`src/rtl/aes_core_dispatch.sv`:
```
// rtl/aes_core_dispatch.sv - round-robin dispatcher feeding NUM_CORES AES cores, reordering results to input order
module aes_core_dispatch #(
    parameter int NUM_CORES = 4
) (
    input  logic                   CLK_I,
    input  logic                   RESET_I,
    input  logic                   CE_I,
    input  logic [7:0]             IN_DATA_I,
    input  logic                   IN_VALID_I,
    output logic                   IN_READY_O,
    output logic [7:0]             OUT_DATA_O,
    output logic                   OUT_VALID_O,
    output logic [8*NUM_CORES-1:0] CORE_DATA_O,
    output logic [NUM_CORES-1:0]   CORE_VALID_O,
    input  logic [NUM_CORES-1:0]   CORE_READY_I,
    input  logic [8*NUM_CORES-1:0] CORE_DATA_I,
    input  logic [NUM_CORES-1:0]   CORE_VALID_I,
    output logic                   ERR_O
);

    localparam int PW = $clog2(NUM_CORES);

    localparam logic [0:0] IN_IDLE  = 1'b0;
    localparam logic [0:0] IN_FEED  = 1'b1;
    localparam logic [0:0] OUT_IDLE = 1'b0;
    localparam logic [0:0] OUT_SEND = 1'b1;

    logic [0:0]             r_in_state;
    logic [3:0]             r_in_cnt;
    logic [PW-1:0]          r_wr_ptr;
    logic                   r_alive;
    logic [8*NUM_CORES-1:0] r_core_data;
    logic [NUM_CORES-1:0]   r_core_valid;

    logic [0:0]             r_out_state;
    logic [3:0]             r_out_cnt;
    logic [PW-1:0]          r_rd_ptr;
    logic [7:0]             r_out_data;
    logic                   r_out_valid;

    logic [NUM_CORES-1:0]   r_busy;
    logic [NUM_CORES-1:0]   r_full;
    logic [3:0]             r_cap_cnt [NUM_CORES];
    logic [7:0]             r_buf     [NUM_CORES][16];
    logic                   r_err;

    logic                   w_accept;
    logic                   w_feed_byte;
    logic                   w_feed_done;
    logic                   w_fwd;
    logic                   w_release;
    logic [NUM_CORES-1:0]   w_wr_onehot;
    logic [NUM_CORES-1:0]   w_cap_ok;
    logic [NUM_CORES-1:0]   w_cap_bad;

    // r_alive keeps IN_READY_O low while reset is asserted even if cores report ready
    assign IN_READY_O  = r_alive & CORE_READY_I[r_wr_ptr] & ~r_busy[r_wr_ptr]
                       & (r_in_state == IN_IDLE);
    assign w_accept    = CE_I & IN_VALID_I & IN_READY_O;
    assign w_feed_byte = CE_I & IN_VALID_I & (r_in_state == IN_FEED);
    assign w_feed_done = w_feed_byte & (r_in_cnt == 4'd15);
    assign w_fwd       = w_accept | w_feed_byte;
    assign w_release   = CE_I & (r_out_state == OUT_SEND) & (r_out_cnt == 4'd15);
    assign w_wr_onehot = {{(NUM_CORES-1){1'b0}}, 1'b1} << r_wr_ptr;

    genvar g;
    generate
        for (g = 0; g < NUM_CORES; g++) begin : g_cap
            assign w_cap_ok[g]  = CE_I & CORE_VALID_I[g] & r_busy[g] & ~r_full[g];
            assign w_cap_bad[g] = CE_I & CORE_VALID_I[g] & ~(r_busy[g] & ~r_full[g]);
        end
    endgenerate

    always_ff @(posedge CLK_I or negedge RESET_I) begin
        if (!RESET_I) begin
            r_in_state   <= IN_IDLE;
            r_in_cnt     <= 4'd0;
            r_wr_ptr     <= '0;
            r_alive      <= 1'b0;
            r_core_data  <= '0;
            r_core_valid <= '0;
        end else if (CE_I) begin
            r_alive      <= 1'b1;
            r_core_valid <= w_fwd ? w_wr_onehot : '0;
            for (int k = 0; k < NUM_CORES; k++) begin
                if (w_fwd && (r_wr_ptr == PW'(k))) begin
                    r_core_data[8*k +: 8] <= IN_DATA_I;
                end
            end
            case (r_in_state)
                IN_IDLE: begin
                    if (w_accept) begin
                        r_in_state <= IN_FEED;
                        r_in_cnt   <= 4'd1;
                    end
                end
                default: begin
                    if (w_feed_byte) begin
                        r_in_cnt <= r_in_cnt + 4'd1;
                    end
                    if (w_feed_done) begin
                        r_in_state <= IN_IDLE;
                        r_wr_ptr   <= r_wr_ptr + PW'(1);
                    end
                end
            endcase
        end
    end

    // accept requires ~busy, so a release and a dispatch never hit the same core in one cycle
    always_ff @(posedge CLK_I or negedge RESET_I) begin
        if (!RESET_I) begin
            r_busy <= '0;
            r_full <= '0;
            r_err  <= 1'b0;
            for (int k = 0; k < NUM_CORES; k++) begin
                r_cap_cnt[k] <= 4'd0;
            end
        end else if (CE_I) begin
            for (int k = 0; k < NUM_CORES; k++) begin
                if (w_cap_ok[k]) begin
                    r_cap_cnt[k] <= r_cap_cnt[k] + 4'd1;
                    if (r_cap_cnt[k] == 4'd15) begin
                        r_full[k] <= 1'b1;
                    end
                end
                if (w_cap_bad[k]) begin
                    r_err <= 1'b1;
                end
                if (w_release && (r_rd_ptr == PW'(k))) begin
                    r_busy[k] <= 1'b0;
                    r_full[k] <= 1'b0;
                end
                if (w_accept && (r_wr_ptr == PW'(k))) begin
                    r_busy[k] <= 1'b1;
                end
            end
        end
    end

    always_ff @(posedge CLK_I) begin
        for (int k = 0; k < NUM_CORES; k++) begin
            if (w_cap_ok[k]) begin
                r_buf[k][r_cap_cnt[k]] <= CORE_DATA_I[8*k +: 8];
            end
        end
    end

    // byte 16 and the release share an edge, so a waiting full buffer follows with no gap
    always_ff @(posedge CLK_I or negedge RESET_I) begin
        if (!RESET_I) begin
            r_out_state <= OUT_IDLE;
            r_out_cnt   <= 4'd0;
            r_rd_ptr    <= '0;
            r_out_data  <= 8'h00;
            r_out_valid <= 1'b0;
        end else if (CE_I) begin
            case (r_out_state)
                OUT_IDLE: begin
                    if (r_full[r_rd_ptr]) begin
                        r_out_state <= OUT_SEND;
                        r_out_data  <= r_buf[r_rd_ptr][r_out_cnt];
                        r_out_valid <= 1'b1;
                        r_out_cnt   <= r_out_cnt + 4'd1;
                    end else begin
                        r_out_valid <= 1'b0;
                    end
                end
                default: begin
                    r_out_data  <= r_buf[r_rd_ptr][r_out_cnt];
                    r_out_valid <= 1'b1;
                    r_out_cnt   <= r_out_cnt + 4'd1;
                    if (r_out_cnt == 4'd15) begin
                        r_out_state <= OUT_IDLE;
                        r_rd_ptr    <= r_rd_ptr + PW'(1);
                    end
                end
            endcase
        end
    end

    assign CORE_DATA_O  = r_core_data;
    assign CORE_VALID_O = r_core_valid;
    assign OUT_DATA_O   = r_out_data;
    assign OUT_VALID_O  = r_out_valid;
    assign ERR_O        = r_err;

endmodule
```
`config.mk`:
```
export PLATFORM = sky130hd
export DESIGN_NAME = aes_core_dispatch
export DESIGN_NICKNAME = d
export VERILOG_FILES = /design/src/rtl/aes_core_dispatch.sv
export SDC_FILE = /design/constraint.sdc
export NUM_CORES = 1
export LEC_CHECK = 0
export CAP_MARGIN = 20
export CORE_AREA = 2 2 210 295
export CTS_BUF_LIST = sky130_fd_sc_hd__clkbuf_8
export CTS_CLUSTER_DIAMETER = 60
export DETAILED_ROUTE_END_ITERATION = 8
export DIE_AREA = 0 0 212 297
export GPL_TIMING_DRIVEN = 0
export PLACE_DENSITY_LB_ADDON = 0.25
export SLEW_MARGIN = 25
export SYNTH_ARGS = -nofsm -noshare
export SYNTH_HDL_FRONTEND = slang
export SYNTH_SLANG_ARGS = --single-unit
```
`constraint.sdc`:
```
create_clock -name CLK_I -period 3.2 [get_ports CLK_I]
set_clock_uncertainty 0.05 [all_clocks]
set_input_delay 0.64 -clock CLK_I [delete_from_list [all_inputs] [get_ports CLK_I]]
set_output_delay 0.64 -clock CLK_I [all_outputs]
set_load 0.01 [all_outputs]
```
-- Word level (Yosys, flattened, before mapping)
Memory sizes are Yosys's and may differ from the RTL's.
Cells that the tools add are included.
- register bits: 85
- memory bits (writable): 512
- input bits: 52
- output and inout bits: 47
- logic and storage cells: 224
- memories: 1
- memories (name ; words ; bits a word ; read ports ; clocked after memory_dff ; wr ports ; line ; source):
    r_buf ; 4 ; 128 ; 1 ; 0 ; 4 ; 44 ; logic [7:0] r_buf [NUM_CORES][16];
- add/sub/neg operators: 8
- $lt $le $gt $ge: 11
- equality and inequality tests: 13
- shifts and indexed selects: 1
- mux-type cells: 64
- bitwise gates (word level): 45
- reductions and logical operators: 54
- operator list (operator ; count):
    2-to-1 mux 128 bit ; 4
    demux 8 bit (select 4 bit) ; 4
    2-to-1 mux 8 bit ; 8
    2-to-1 mux 1 bit ; 38
    binary-select mux 8 bit (select 4 bit) ; 1
    AND 1 bit ; 29
    AND reduction 2 bit ; 14
    nonzero test 2 bit ; 14
    >= comparator 5 bit (second input constant) ; 5
    inverter 4 -> 5 bit ; 5
    adder 4 x 1 -> 4 bit (second input constant) ; 6
    equality test 4 bit (second input constant) ; 6
    2-to-1 mux 4 bit ; 6
    AND reduction 3 bit ; 7
    < comparator 5 x 1 -> 1 bit (second input constant) ; 4
    logical AND 1 bit ; 16
    inverter 1 bit ; 10
    equality test 2 bit (second input constant) ; 4
    binary-select mux 1 bit (select 2 bit) ; 3
    < comparator 2 x 3 -> 1 bit (second input constant) ; 2
    adder 2 x 1 -> 2 bit (second input constant) ; 2
    equality test 2 x 1 -> 1 bit (second input constant) ; 2
    zero test 2 bit ; 2
    nonzero test 4 bit ; 1
    3 further kinds ; 3

-- Depth between registers and ports, before layout
Gate-level depths: netlist (run 1).
- depth in word-level cells: 9
- depth in mapped cells: 11
- mapped depth without buffers: 6

-- Least setup slack after synthesis (run 1)
OpenSTA, ideal clock, no wires.
- path kind: input-to-reg
- start point: input CE_I
- end point: memory r_buf[3][100] (netlist name), enable pin
- setup time: 0.383 ns
- arrival time: 2.204 ns
- required time: 2.767 ns
- path slack: 0.563 ns
- cell stages on the path: 5
- path buffers: 1
- cell sequence: buf_2 > nand2_1 > nor3_1 > nand2_1 > nor3_1
- RTL lines (item ; line ; source):
    start, declared ; 7 ; input logic CE_I,
    end, declared ; 44 ;

-- Worst setup path in the final report (run 1)
- start point: register r_out_cnt[1]
- end point: register r_out_data[0], in the netlist OUT_DATA_O[0]
- cells in the longest elaborated chain, start to end: 6
- RTL lines (item ; line ; source):
    start, declared ; 36 ; logic [3:0] r_out_cnt;
    start signal, assigned ; 164 ; r_out_cnt <= r_out_cnt + 4'd1;
    start signal, assigned ; 172 ; r_out_cnt <= r_out_cnt + 4'd1;
    inverter 4 -> 5 bit (implied by the code) (*) ; 162, 170 ;
    binary-select mux 8 bit (select 4 bit) (*) ; 162, 170 ;
    2-to-1 mux 8 bit (implied by the code) (*) (2 in a row) ; 162, 170 ;
    2-to-1 mux 8 bit ; 160 ; if (r_full[r_rd_ptr]) begin
    2-to-1 mux 8 bit (*) ; 158 ; case (r_out_state)
    end signal, assigned ; 162 ; r_out_data <= r_buf[r_rd_ptr][r_out_cnt];
    end signal, assigned ; 170 ; r_out_data <= r_buf[r_rd_ptr][r_out_cnt];
    end, declared ; 38 ; logic [7:0] r_out_data;
Mark *: on every way between the ends. The rest lies on a longest branch, timed or not. The select of a mux whose other input is x is not followed.
A chain may end at the register's enable or synchronous reset.

==> results of run 1 <==
-- power groups by stage --
stage	Sequential, uW	Clock (uW)	Combinational (uW)
after detailed placement	8980	0	1030
final	8820	5930	1030
after CTS	8820	6000	1040
after floorplan	8990	0	378
after global placement	8970	0	1000
after global routing	8840	6330	1100
-- layout make-up --
class / count / area [um2] / area share, %
buffer: 61 / 408 / 1.47
multi-input combinational: 604 / 6030 / 21.7
antenna: 2 / 5.00 / 0.0180
sequential: 597 / 17500 / 63.1
tap: 817 / 1020 / 3.68
clock buffer: 96 / 1320 / 4.76
clock inverter: 64 / 345 / 1.24
timing repair buffer: 113 / 1010 / 3.65
inverter: 24 / 93.8 / 0.338
-- worst max-delay path: stages (launching register included) --
cell and delay (ns):
dfrtp_1 0.37, clkbuf_1 0.46, clkbuf_1 0.60, clkbuf_1 0.55, mux4_2 0.41, o21ai_0 0.45, o22ai_1 0.14
-- cells in the mapped netlist (5+ instances only) --
cell type,n,area [um2]
a22oi_1,16,120
nor2b_1,12,75.1
clkbuf_1,16,60.1
nor3_1,22,110
edfxtp_1,512,15400
buf_4,8,60.1
buf_6,9,101
buf_2,24,120
xnor2_1,17,149
mux4_1,6,158
and2_1,17,106
o32ai_1,5,43.8
nand2b_1,10,62.6
nor2_1,51,191
nand2_1,61,229
o21a_1,5,37.5
inv_1,22,82.6
dfrtp_1,85,2130
and3_1,16,100
mux2i_1,65,651
nand3_1,15,75.1
mux4_2,96,2160
o21ai_0,28,140
o22ai_1,11,68.8
o221ai_1,5,43.8
mux2_2,38,428
ha_1,26,325
a21oi_1,19,95.1
nor3b_1,5,37.5
-- repair_timing --
item,CTS,global route
endpoints found under the setup margin,6,3
endpoints found under the hold margin,38,0
hold buffers,1,0
gates resized for setup,7,4
pin swaps,0,0
-- through the flow --
step,util [%],area (um2),setup TNS (ns),power [uW]
global placement,42.9,25900,-277.98,9970
global route,45.9,27700,0,16300
CTS,46.0,27800,0,15900
finish,46.0,27700,0,15800
detailed placement,43.2,26100,-46.68,10000
floorplan,-,23900,0,9370
-- sequential cells by signal (all words and copies together), names as in the netlist --
| register | cells |
|---|---|
| r_buf | 512 |
| CORE_DATA_O | 32 |
| r_busy | 4 |
| OUT_DATA_O | 8 |
| OUT_VALID_O | 1 |
| r_cap_cnt | 16 |
| r_out_state | 1 |
| r_out_cnt | 4 |
| r_in_state | 1 |
| r_alive | 1 |
| ERR_O | 1 |
| r_full | 4 |
| r_in_cnt | 4 |
| CORE_VALID_O | 4 |
| r_rd_ptr | 2 |
| r_wr_ptr | 2 |
-- worst paths after layout --
kind                         startpoint              to  slack [ns]  cells after the start
setup / recovery           r_out_cnt[1]   OUT_DATA_O[0]        0.02                      6
hold / removal                  RESET_I      r_in_state        0.38                      2
setup reg to reg           r_out_cnt[1]   OUT_DATA_O[0]        0.02                      6
hold reg to reg                   ERR_O           ERR_O        0.41                      1
max in group asynchronous       RESET_I  CORE_DATA_O[4]        2.10                      3
min in group CLK_I                ERR_O           ERR_O        0.41                      1
-- layer usage --
| metal | vias to the layer above | part of all wire [%] |
|---|---|---|
| met2 | 736 | 50 |
| met1 | 7249 | 37 |
| met4 | 2 | 5.1 |
| met3 | 165 | 7.7 |
| met5 | - | 0.017 |
| li1 | 5535 | - |
-- kinds of logic after synthesis --
kind of cell    after synthesis  synth area share, %
buf+inv                      85                 2.05
fa+ha+maj                    26                 1.36
simple gates                221                 4.49
flops                       597                 73.2
mux                         206                 14.3
compound gates              132                 3.93
xor+xnor                     19                0.696
==> results.sh, run 1 <==
export IMPL_outcome="finished clean"
export IMPL_port_buffers=97
export IMPL_leakage_uw=0.00994
export IMPL_worstMarginPinSlew_ns=1.17
export IMPL_io_pins=99
export IMPL_drc=0
export IMPL_layout_cells_non_filler=2378
export IMPL_slew_violations=0
export IMPL_cts_tree="yes"
export IMPL_dp_hpwl_um=51000
export IMPL_place_congestion=0.896
export IMPL_drt_wl_total_um=76100
export IMPL_cts_setup_buffers=0
export IMPL_worstPathArrival_ns=3.67
export IMPL_synth_cells=1286
export IMPL_path_max_fanout=10
export IMPL_final_nets=1567
export IMPL_powerDensity_nw_per_um2=569
export IMPL_placedCellCount=2215
export IMPL_ant_nets=0
export IMPL_crit_path_end_kind="flop"
export IMPL_die_area_um2=63000
export IMPL_synth_fp_nets=1364
export IMPL_grt_max_degree=48
export IMPL_layout_drive_gt1_share_pct=24.4
export IMPL_first_pass_iters=5
export IMPL_grt_pass1_wl_um=107000
export IMPL_antenna_found_initial=2
export IMPL_layout_common_cells="edfxtp_1, mux4_2, clkbuf_8, dfrtp_1, clkdlybuf4s50_1"
export IMPL_rsz0062_at_grt="no"
export IMPL_pwr_share_seq_pct=55.9
export IMPL_holdWs_ns=0.383
export IMPL_fin_crit_ns=3.18
export IMPL_area_growth_pct=16.0
export IMPL_start_util_pct=39.6
export IMPL_vdd_drop_max_mv=0.372
export IMPL_syn_cell_area_um2=23900
export IMPL_ys_types=64
export IMPL_grt_total_usage_pct=24.6
export IMPL_n_fill_cell=5224
export IMPL_hold_class="input pin to asynchronous set/reset pin"
export IMPL_place_ws_ns=-0.378
export IMPL_floorplan_die_width_um=212
export IMPL_cp_start_kind="flop"
export IMPL_busiest_layer="met2"
export IMPL_hold_violations=0
export IMPL_pwr_share_comb_pct=6.5
export IMPL_clock_latency_ns=0.70
export IMPL_vias=13700
export IMPL_first_global_vias=14100
export IMPL_design_core_area_um2=60400
export IMPL_clock_fmax_mhz=315
export IMPL_cp_required_ns=3.70
export IMPL_cts_buffer_depth=3
export IMPL_max_cap_violations=0
export IMPL_async_flop_share_pct=14.2
export IMPL_layout_commonest_cell="edfxtp_1"
export IMPL_fp_dieH_um=297
export IMPL_slew_headroom_pct=21.4
export IMPL_grtUsageMet1_pct=30.5
export IMPL_wl_per_cell_um=32.0
export IMPL_ys_seq_area_share_pct=73.2
export IMPL_syn_area_per_cell_um2=18.6
export IMPL_fin_ws_ns=0.0239
export IMPL_synth_main_ff_cell="edfxtp_1"
export IMPL_clockPowerShare_pct=37.6
export IMPL_synth_edf_count=512
export IMPL_worstSetupPathType="flop to flop"
export IMPL_cts_sinks=597
export IMPL_setup_viol=0
export IMPL_ys_warnings_count=0
export IMPL_clk_pin_slew_ns=0.07
export IMPL_p_int_uw=12100
export IMPL_h_tree_depth=3
export IMPL_yosys_register_bits=597
export IMPL_grt_ovfl_total=0
export IMPL_cts_buffers=88
export IMPL_drt_initial_drc_count=1408
export IMPL_p_switching_uw=3720
export IMPL_switching_share_pct=23.6
export IMPL_rows=107
export IMPL_via_per_inst=5.76
export IMPL_min_period_over_period_pct=99.3
export IMPL_use_met3_pct=4.97
export IMPL_grt_use_met2_pct=40.8
export IMPL_cts_root_buf="clkbuf_8"
(Power assumes the default switching activity.)
==> run 2, diff against run 1 <==
- CTS_BUF_LIST: sky130_fd_sc_hd__clkbuf_8 -> sky130_fd_sc_hd__clkbuf_16
==> run 2 against run 1 <==
- non-clock buffer count is the same
- die area is the same
- critical path type unchanged
- wire length decreased by 0.62%
- cell area is 0.43% higher
==> results.sh, run 2 (synthesis results as in run 1) <==
export IMPL_powerDensity_nw_per_um2=590
export IMPL_hold_class="flop to flop"
export IMPL_cts_buffer_depth=3
export IMPL_h_tree_depth=2
export IMPL_worstMarginPinSlew_ns=1.15
export IMPL_cts_sinks=597
export IMPL_place_congestion=0.896
export IMPL_setup_viol=0
export IMPL_placedCellCount=2215
export IMPL_fin_crit_ns=3.19
export IMPL_cts_buffers=56
export IMPL_vdd_drop_max_mv=0.465
export IMPL_leakage_uw=0.00992
export IMPL_crit_slowest_cell="dfrtp_1"
export IMPL_final_nets=1535
export IMPL_slew_headroom_pct=23.1
export IMPL_drt_initial_drc_count=1471
export IMPL_largest_reg_flops=512
export IMPL_timing_rr_start="r_out_cnt[0]"
export IMPL_regToRegEndpoint="OUT_DATA_O[5]"
export IMPL_grt_ovfl_total=0
export IMPL_min_from="ERR_O"
export IMPL_cp_required_ns=3.65
export IMPL_cts_setup_buffers=0
export IMPL_io_pins=99
export IMPL_max_stage_delay_ns=0.50
export IMPL_hold_path_end="ERR_O"
export IMPL_crit_path_end_kind="flop"
export IMPL_layout_commonest_cell="edfxtp_1"
export IMPL_layout_cells_non_filler=2321
export IMPL_antenna_found_initial=1
export IMPL_design_core_area_um2=60400
export IMPL_cts_tree="yes"
export IMPL_max_cap_violations=0
export IMPL_clock_fmax_mhz=313
export IMPL_outcome="finished clean"
export IMPL_start_util_pct=39.6
export IMPL_clock_latency_ns=0.63
export IMPL_regArea_um2=17500
export IMPL_slew_violations=0
export IMPL_path_max_fanout=10
export IMPL_dp_hpwl_um=51000
export IMPL_worstPathArrival_ns=3.65
export IMPL_vias=13500
export IMPL_cp_start_kind="flop"
export IMPL_layout_common_cells="edfxtp_1, mux4_2, dfrtp_1, clkdlybuf4s50_1, mux2i_1"
export IMPL_worst_r2r_path_depth=7
export IMPL_grt_max_degree=48
export IMPL_r2r_slack_ns=0.006
export IMPL_ant_nets=0
export IMPL_place_ws_ns=-0.378
export IMPL_hold_depth=1
export IMPL_crit_chain="buf_2 -> buf_4 -> inv_2 -> buf_2 -> mux2i_1 -> o221ai_1 -> o32a_1"
export IMPL_fp_dieH_um=297
export IMPL_worstSetupPathType="flop to flop"
export IMPL_n_fill_cell=5175
export IMPL_critPathBufInv=4
export IMPL_layout_drive_gt1_share_pct=22.5
export IMPL_drc=0
export IMPL_clk_pin_slew_ns=0.07
export IMPL_multi_input_area_um2=6030
export IMPL_area_growth_pct=16.5
export IMPL_via_per_inst=5.82
export IMPL_cp_top_family="buffers and inverters"
export IMPL_crit_path_frequent_cell="buf_2"
export IMPL_first_global_vias=13900
export IMPL_min_period_over_period_pct=99.8
export IMPL_first_pass_iters=5
export IMPL_rows=107
export IMPL_hold_violations=0
export IMPL_port_buffers=97
export IMPL_floorplan_die_width_um=212
export IMPL_drt_wl_total_um=75700
export IMPL_grt_pass1_wl_um=106000
export IMPL_rsz0062_at_grt="no"
export IMPL_num_antenna_cells=0
export IMPL_die_area_um2=63000
export IMPL_wl_per_cell_um=32.6
export IMPL_cts_root_buf="clkbuf_16"
export IMPL_grt_total_usage_pct=24.3
export IMPL_fin_ws_ns=0.00648
==> run 2: cell types whose count changed in the layout (fill, tap and decap cells not counted), moves of 2 or more <==
cell | before | now
inv_1 | 42 | 33
clkinv_1 | 22 | 17
clkbuf_8 | 96 | 0
bufinv_16 | 2 | 5
diode_2 | 2 | 0
clkbuf_16 | 0 | 57
clkinv_2 | 14 | 10
==> run 2: what timing repair did <==
item / in CTS / in global routing
hold buffers: 1 / 0
setup endpoints to repair: 5 / 2
endpoints found under the hold margin: 38 / 0
gates resized for setup: 6 / 1
==> run 2: final cells by class <==
class,instances,share of cell area (%)
Sequential cell,597,62.8
Timing Repair Buffer,113,3.64
Buffer,61,1.45
Clock inverter,48,1.32
Clock buffer,57,5.12
Inverter,24,0.328
Tap cell,817,3.67
Multi-Input combinational cell,604,21.7
==> run 2: power by group <==
group | switching, uW | internal (uW)
logic | 599 | 429
clock network | 2950 | 3650
registers | 134 | 8680
==> run 2: worst max path at each step <==
stage | from | end | slack, ns | depth (start not counted)
2_1_floorplan | CE_I | r_buf[3][100] | 0.56 | 5
3_3_place_gp | RESET_I | OUT_DATA_O[1] | -1.89 | 1
3_5_place_dp | CORE_VALID_I[3] | r_buf[3][2] | -0.38 | 5
4_1_cts | r_rd_ptr[0] | OUT_DATA_O[7] | 0.004 | 9
5_1_grt | r_rd_ptr[1] | OUT_DATA_O[0] | 0.006 | 8
6_report | r_out_cnt[0] | OUT_DATA_O[5] | 0.006 | 7
==> run 2: metrics by stage <==
| stage | area (um2) | setup TNS (ns) | hold WS [ns] | utilization [%] | power, uW |
|---|---|---|---|---|---|
| after floorplan | 23900 | 0 | 0.294 | - | 9370 |
| after global placement | 25900 | -277.98 | 0.392 | 42.9 | 9970 |
| after detailed placement | 26100 | -46.68 | 0.396 | 43.2 | 10000 |
| after CTS | 27900 | 0 | 0.415 | 46.2 | 16500 |
| after global routing | 27900 | 0 | 0.440 | 46.2 | 16900 |
| final | 27900 | 0 | 0.411 | 46.2 | 16400 |
==> run 2: metal layers <==
layer / GRT usage [%] / up-vias / wire length, um
met5: 0 / - / 13
met4: 10.8 / 2 / 3800
met3: 4.22 / 164 / 6060
met2: 40.8 / 760 / 37800
met1: 30.9 / 7116 / 28000
li1: - / 5458 / -
